`config.mk`:
```
export PLATFORM = sky130hd
export DESIGN_NAME = alu_issue_ctrl
export DESIGN_NICKNAME = d
export VERILOG_FILES = /design/src/rtl/alu_issue_ctrl.sv
export SDC_FILE = /design/constraint.sdc
export NUM_CORES = 1
export LEC_CHECK = 0
export CELL_PAD_IN_SITES_DETAIL_PLACEMENT = 1
export CELL_PAD_IN_SITES_GLOBAL_PLACEMENT = 2
export CORE_ASPECT_RATIO = 0.75
export CORE_MARGIN = 2
export CORE_UTILIZATION = 21
export CTS_BUF_LIST = sky130_fd_sc_hd__clkbuf_8
export DETAILED_ROUTE_END_ITERATION = 16
export GPL_TIMING_DRIVEN = 0
export PLACE_DENSITY = 0.78
export SKIP_LAST_GASP = 1
export SLEW_MARGIN = 10
export SYNTH_ARGS = -nofsm -noshare
export SYNTH_HDL_FRONTEND = slang
export SYNTH_SLANG_ARGS = --single-unit
```
`constraint.sdc`:
```
create_clock -name clk -period 2.6 [get_ports clk]
set_input_delay 0.52 -clock clk [delete_from_list [all_inputs] [get_ports clk]]
set_output_delay 0.52 -clock clk [all_outputs]
set_load 0.05 [all_outputs]
```
`src/rtl/alu_issue_ctrl.sv`:
```
// Issue/writeback controller for the tinyRISC ALU: accepts one instruction, reads
// operands, drives the ALU for one cycle and writes the result back or updates E/GT.
module alu_issue_ctrl #(
  parameter int DATA_W    = 32,
  parameter int RF_AW     = 4,
  parameter int RF_RD_LAT = 1
) (
  input  logic              clk,
  input  logic              rst_n,
  input  logic              instr_valid,
  output logic              instr_ready,
  input  logic [31:0]       instr,
  output logic [RF_AW-1:0]  rf_raddr1,
  output logic [RF_AW-1:0]  rf_raddr2,
  input  logic [DATA_W-1:0] rf_rdata1,
  input  logic [DATA_W-1:0] rf_rdata2,
  output logic              rf_we,
  output logic [RF_AW-1:0]  rf_waddr,
  output logic [DATA_W-1:0] rf_wdata,
  output logic [DATA_W-1:0] alu_a,
  output logic [DATA_W-1:0] alu_b,
  output logic [4:0]        alu_control,
  output logic [4:0]        alu_sel,
  input  logic [DATA_W-1:0] alu_result,
  output logic              flag_e,
  output logic              flag_gt,
  output logic              done,
  output logic              illegal
);

  typedef enum logic [2:0] {
    S_IDLE = 3'd0,
    S_READ = 3'd1,
    S_EXEC = 3'd2,
    S_WB   = 3'd3,
    S_ERR  = 3'd4
  } state_t;

  localparam logic [4:0] OP_CMP = 5'b00101;
  localparam logic [4:0] OP_NOT = 5'b01000;
  localparam logic [4:0] OP_MOV = 5'b01001;
  localparam logic [4:0] OP_LSL = 5'b01010;
  localparam logic [4:0] OP_LSR = 5'b01011;
  localparam logic [4:0] OP_ASR = 5'b01100;
  localparam logic [4:0] OP_NOP = 5'b01101;

  state_t             state;
  logic [4:0]         opc_q;
  logic               imm_en_q;
  logic [RF_AW-1:0]   rd_q;
  logic [17:0]        imm_q;
  logic [1:0]         rd_cnt;
  logic [DATA_W-1:0]  imm_ext;
  logic [DATA_W-1:0]  op2;
  logic               writes_rd;

  // Handshake: an instruction transfers on the rising edge where instr_valid and
  // instr_ready are both high; instr_ready is high exactly while the FSM is idle.
  assign instr_ready = (state == S_IDLE);
  assign alu_sel     = 5'd0;

  always_comb begin
    case (imm_q[17:16])
      2'b01:   imm_ext = {16'h0000, imm_q[15:0]};
      2'b10:   imm_ext = {imm_q[15:0], 16'h0000};
      default: imm_ext = {{16{imm_q[15]}}, imm_q[15:0]};
    endcase
  end

  assign op2       = imm_en_q ? imm_ext : rf_rdata2;
  assign writes_rd = (opc_q != OP_CMP) && (opc_q != OP_NOP);

  // ALU inputs are live only during EXEC so the ALU sees zeros whenever it is unused.
  always_comb begin
    alu_a       = '0;
    alu_b       = '0;
    alu_control = 5'd0;
    if (state == S_EXEC) begin
      case (opc_q)
        OP_NOT: begin
          alu_a       = op2;
          alu_b       = op2;
          alu_control = 5'b01000;
        end
        OP_MOV: begin
          alu_b       = op2;
          alu_control = 5'b00111;
        end
        OP_LSL: begin
          alu_a       = rf_rdata1;
          alu_b       = op2;
          alu_control = 5'b01001;
        end
        OP_LSR: begin
          alu_a       = rf_rdata1;
          alu_b       = op2;
          alu_control = 5'b01010;
        end
        OP_ASR: begin
          alu_a       = rf_rdata1;
          alu_b       = op2;
          alu_control = 5'b01011;
        end
        OP_NOP: begin
          alu_control = 5'd0;
        end
        default: begin
          alu_a       = rf_rdata1;
          alu_b       = op2;
          alu_control = opc_q;
        end
      endcase
    end
  end

  always_ff @(posedge clk or negedge rst_n) begin
    if (!rst_n) begin
      state     <= S_IDLE;
      opc_q     <= 5'd0;
      imm_en_q  <= 1'b0;
      rd_q      <= '0;
      imm_q     <= 18'd0;
      rd_cnt    <= 2'd0;
      rf_raddr1 <= '0;
      rf_raddr2 <= '0;
      rf_we     <= 1'b0;
      rf_waddr  <= '0;
      rf_wdata  <= '0;
      flag_e    <= 1'b0;
      flag_gt   <= 1'b0;
      done      <= 1'b0;
      illegal   <= 1'b0;
    end else begin
      rf_we    <= 1'b0;
      rf_waddr <= '0;
      rf_wdata <= '0;
      done     <= 1'b0;
      illegal  <= 1'b0;
      case (state)
        S_IDLE: begin
          if (instr_valid) begin
            opc_q     <= instr[31:27];
            imm_en_q  <= instr[26];
            rd_q      <= instr[25:22];
            imm_q     <= instr[17:0];
            rf_raddr1 <= instr[21:18];
            rf_raddr2 <= instr[17:14];
            rd_cnt    <= 2'd0;
            if (instr[31:27] <= OP_NOP) begin
              state <= S_READ;
            end else begin
              state   <= S_ERR;
              illegal <= 1'b1;
            end
          end
        end
        S_READ: begin
          if (rd_cnt == 2'(RF_RD_LAT - 1)) begin
            state <= S_EXEC;
          end else begin
            rd_cnt <= rd_cnt + 2'd1;
          end
        end
        S_EXEC: begin
          state <= S_WB;
          done  <= 1'b1;
          if (writes_rd) begin
            rf_we    <= 1'b1;
            rf_waddr <= rd_q;
            rf_wdata <= alu_result;
          end
          if (opc_q == OP_CMP) begin
            flag_e  <= (alu_result == '0);
            flag_gt <= (alu_result == DATA_W'(1));
          end
        end
        S_WB:    state <= S_IDLE;
        S_ERR:   state <= S_IDLE;
        default: state <= S_IDLE;
      endcase
    end
  end

endmodule

```
Word level (Yosys, flattened, before mapping)
Cells that the tools add are included.
{"block": "totals", "ram_bits": 0, "in_bits": 131, "latchBits": 0, "elab_cells": 69, "memories": 0, "register_bits": 82, "rom_bits": 0}
{"block": "op_classes", "n_addsub": 1, "mux": 25, "mul": 0, "order_cmp": 1, "shift": 0, "bitwise_logic": 0, "eq_ne": 17, "div_mod_pow": 0, "reduce_logical": 10}
{"operator": "32-bit two-way mux", "n": 6}
{"operator": "32-bit one-hot mux with 2 select lines", "n": 2}
{"operator": "32-bit by 1-bit == test with 1-bit output, second input constant", "n": 1}
{"operator": "32-bit zero test", "n": 1}
{"operator": "5-bit by 4-bit == test with 1-bit output, second input constant", "n": 6}
{"operator": "5-bit one-hot mux with 6 select lines", "n": 1}
{"operator": "3-bit two-way mux", "n": 3}
{"operator": "3-bit one-hot mux with 3 select lines", "n": 1}
{"operator": "4-bit two-way mux", "n": 2}
{"operator": "1-bit two-way mux", "n": 6}
{"operator": "2-bit inequality test, second input constant", "n": 3}
{"operator": "2-bit AND reduction", "n": 3}
{"operator": "5-bit by 3-bit == test with 1-bit output, second input constant", "n": 1}
{"operator": "5-bit by 4-bit <= comparator with 1-bit output, second input constant", "n": 1}
{"operator": "5-bit two-way mux", "n": 1}
{"operator": "5-bit by 3-bit inequality test with 1-bit output, second input constant", "n": 1}
{"operator": "5-bit by 4-bit inequality test with 1-bit output, second input constant", "n": 1}
{"operator": "2-bit two-way mux", "n": 2}
{"operator": "2-bit one-hot mux with 2 select lines", "n": 1}
{"operator": "3-bit by 1-bit == test with 1-bit output, second input constant", "n": 1}
{"operator": "3-bit by 2-bit == test with 1-bit output, second input constant", "n": 1}
{"operator": "3-bit zero test", "n": 1}
{"operator": "3-bit AND reduction", "n": 1}
{"operator": "2-bit by 1-bit adder with 2-bit output, second input constant", "n": 1}
{"operator": "other kinds (6)", "n": 6}

Logic depth before layout (Yosys ltp)
{"block": "depth", "word_depth": 5, "mapped_depth": 8, "mapped_depth_nobuf": 6}

Least setup slack after synthesis
Ideal clock, no wire load.
{"block": "synth_timing", "path_type": "reg-to-output", "start": "reg rf_raddr2[2] (netlist name)", "end": "out alu_a[19]", "slack_ps": -218, "required_time_ps": 2080, "arrival_ps": 2298, "stages_incl_launch_ff": 9, "cell_sequence": "dfrtp_1 -> inv_1 -> ha_1 -> buf_2 -> mux2_2 -> nand2_1 -> clkbuf_1 -> a2bb2oi_1 -> o2bb2ai_1"}
{"item": "end, declared", "line": "20", "rtl": "output logic [DATA_W-1:0] alu_a,"}

Worst setup path in the final report
{"block": "layout_timing", "start": "reg opc_q[4]", "end": "out alu_a[21]"}
{"block": "layout_via", "elab_chain_len": 4, "elab_cells_between_ends": 6, "classes_between": "eq/ne (3); mux (2); reduce/logical (1)"}
{"item": "start, declared", "line": "48", "rtl": "logic [4:0] opc_q;"}
{"item": "start signal, assigned", "line": "142", "rtl": "opc_q <= instr[31:27];"}
{"item": "5-bit by 4-bit == test with 1-bit output", "line": "79", "rtl": "case (opc_q)"}
{"item": "2-bit OR reduction (no source line)"}
{"item": "32-bit one-hot mux with 2 select lines (*)", "line": "79"}
{"item": "32-bit two-way mux (*)", "line": "78", "rtl": "if (state == S_EXEC) begin"}
Every way passes the cells marked *; elsewhere a longest branch is shown, timed or not.

==> flow_summary.ini <==
[status]
status = finished, violations left
violations = negative setup slack

[cells_and_area]
seq_area_um2 = 1960
fin_cells = 939
nets = 820
multi_input_area_um2 = 2610
syn_to_final_growth_pct = 105
drive_gt1_frac = 0.432
n_fill_cell = 2003

[cts]
cts_num_sinks = 78
h-tree-depth = 3
holdBufCountCts = 0
root_buffer = clkbuf_8
cts_tree = done
clkSlewWorstSetupHoldPaths_ps = 90
worst_skew_pair.late_latency_ps = 350
clock_path_buffers = 2
cts_made_buffers = 9

[critical_path]
crit_required_ps = 2080
startpoint_type = flip-flop
timing.rr.end = rf_raddr1[3]$_DFFE_PN0P_
path_max_fanout = 5
arrival_ps = 2180
rr_startpoint = state[2]$_DFFE_PN0P_
ff2ff_setup_slack_ps = 580
reg2regPathDepth = 7
criticalPathCategory = flip-flop to output pin
cp-end-kind = output pin

[placed_design]
place_inst = 893
hpwl_mm = 14.5
place.gp.congestion = 0.795
place_ws_ps = -1020
portBuffers = 249

[sta]
hold_viol = 0
whs_ps = 79.5
drv_slew = 0
max_freq_mhz = 371
fin_worst_skew_ps = 11.5
finalSetupViolCount = 25
relSlewSlack = 0.612
fin_crit_sh = 1.04
fin_crit_ps = 2700
tightest_slew_ps = 582
fin_tns_setup_ps = -1270
setup_ws_ps = -98.3
rsz0062_at_grt = true

[die]
num_rows = 43
fp.dieArea_um2 = 20400
pin_count = 255
start_util = 0.216
fp.dieW_um = 164
core_um2 = 18700
die_y_um = 124

[yosys]
synth_edf_count = 0
syn_inst = 392
synth_seq_cells = 78
synth_most_common_cell = dfrtp_1
yosysWarningCount = 0
netlist.area_leader.share = 0.482
syn-cell-area_um2 = 4050
yosys-top-cells-count = dfrtp_1 (78), nor2_1 (51), and2_1 (37), mux2_2 (29), a22o_1 (18)
ys_top_cells_by_area = dfrtp_1 (48%), mux2_2 (8.1%), and2_1 (5.7%), nor2_1 (4.7%), a22o_1 (3.9%)
yosys.area.top_type = dfrtp_1
synthArstFlopShare = 1.00
synth.avg_cell_area_um2 = 10.3
synth_top_flop_cell = dfrtp_1
synth_cell_types = 43
seq_area_frac_synth = 0.482

[power]
vdd_drop_max_mv = 0.426
total_power_mw = 11.2
pwr_density_cell_nw_per_um2 = 1340
p_leak_nw = 3.49

[routing]
drtIter0Drc = 153
vias = 4293
ant_nets = 0
dr.pass1.iters = 6
via_per_inst = 4.57
avgRoutedWirePerCell_um = 20.6
drc_errors = 0
wl_mm = 19.3

[hold_path]
hp-class = primary input to async pin

[grt]
grt-ovfl-total = 0
grt_max_degree = 52
grtUsageTotal = 0.185
antenna_found_initial = 1
grt_pass1_wl_mm = 29.0
first_global_vias = 4768

[flow_run]
cap_violations = 0
stage by stage:
| step | utilization | area (um^2) |
|---|---|---|
| finish | 0.444 | 8320 |
| global route | 0.444 | 8310 |
| CTS | 0.430 | 8040 |
| detailed placement | 0.376 | 7040 |
| global placement | 0.374 | 7010 |
| floorplan | - | 4210 |
report_power, final:
group	internal (mW)	leakage (nW)	switching, mW
Clock	0.564	0.105	0.468
Sequential	1.67	0.986	0.373
Combinational	3.51	2.40	4.59
critical path, stage by stage (launching register included):
cell and delay [ps]:
dfrtp_2 420, or3b_4 440, a21o_4 220, and2_4 190, bufbuf_16 280, o2bb2ai_2 120
buf_6 150
logic make-up (layout without fill, tap and decap cells):
| kind of cell | after synthesis | after routing | share of synthesized area |
|---|---|---|---|
| buffers and inverters | 47 | 341 | 0.0611 |
| adders and majority gates | 3 | 3 | 0.00927 |
| other | 1 | 7 | 0.000926 |
| muxes | 29 | 29 | 0.0806 |
| and+or+nand+nor | 146 | 146 | 0.194 |
| xor gates and xnor gates | 2 | 2 | 0.00432 |
| DFF | 78 | 78 | 0.482 |
| AOI/OAI and AO/OA | 86 | 86 | 0.168 |
area by class of cell:
class / instances / share of cell area
repair buffers: 283 / 0.347
diodes: 2 / 0.000602
clock buffers: 10 / 0.0165
clock inverters: 5 / 0.0101
well taps: 247 / 0.0372
inverters: 9 / 0.00466
flip-flops and latches: 78 / 0.236
plain buffers: 34 / 0.0338
multi-input cells: 271 / 0.314
layout by cell type (no fill, tap or decap), drive strengths merged, types with 5 or more instances in the layout:
cell type and n:
a22o 18, a22oi 17, a2bb2oi 15, and2 38, and3 17, buf 124, clkbuf 23, clkdlybuf4s50 179
conb 5, dfrtp 78, inv 9, mux2 29, nand2 14, nor2 52, nor3 5, nor4 8
o21ai 7, o2bb2ai 15
metal layers:
| layer | share of wire | routed length (um) | track usage | up-vias |
|---|---|---|---|---|
| met4 | 0.014 | 269 | 0.0430 | 0 |
| met2 | 0.49 | 9410 | 0.309 | 156 |
| met3 | 0.075 | 1450 | 0.0466 | 16 |
| li1 | - | - | - | 1974 |
| met1 | 0.42 | 8200 | 0.241 | 2147 |
| met5 | 0 | 0 | 0 | - |
state kept, by name (all words and copies together) (netlist names):
| name | cells |
|---|---|
| opc_q | 5 |
| imm_q | 14 |
| rf_waddr | 4 |
| illegal | 1 |
| rd_q | 4 |
| rf_raddr2 | 4 |
| rd_cnt | 2 |
| imm_en_q | 1 |
| flag_e | 1 |
| rf_raddr1 | 4 |
| rf_wdata | 32 |
| done | 1 |
| flag_gt | 1 |
| rf_we | 1 |
| state | 3 |
worst max-delay path by stage:
stage	from	endpoint	slack, ps	cells past startpoint
after floorplan	state[0]$_DFFE_PN0P_	alu_b[26]	-150	7
final	opc_q[4]$_DFFE_PN0P_	alu_a[21]	-100	6
after global placement	rst_n	imm_q[12]$_DFFE_PN0P_	-1760	1
after CTS	opc_q[1]$_DFFE_PN0P_	alu_a[29]	-160	7
after global routing	opc_q[4]$_DFFE_PN0P_	alu_a[26]	-160	6
after detailed placement	rf_raddr2[2]$_DFFE_PN0P_	alu_a[22]	-1020	9
repair_timing:
item                                    CTS  global route
buffers inserted                         18            13
resized for setup                       572            52
endpoints found under the setup margin   69            68
cloned                                    3             0
pin swaps                                15            14
Note: power is estimated with default switching activity, not from simulation.
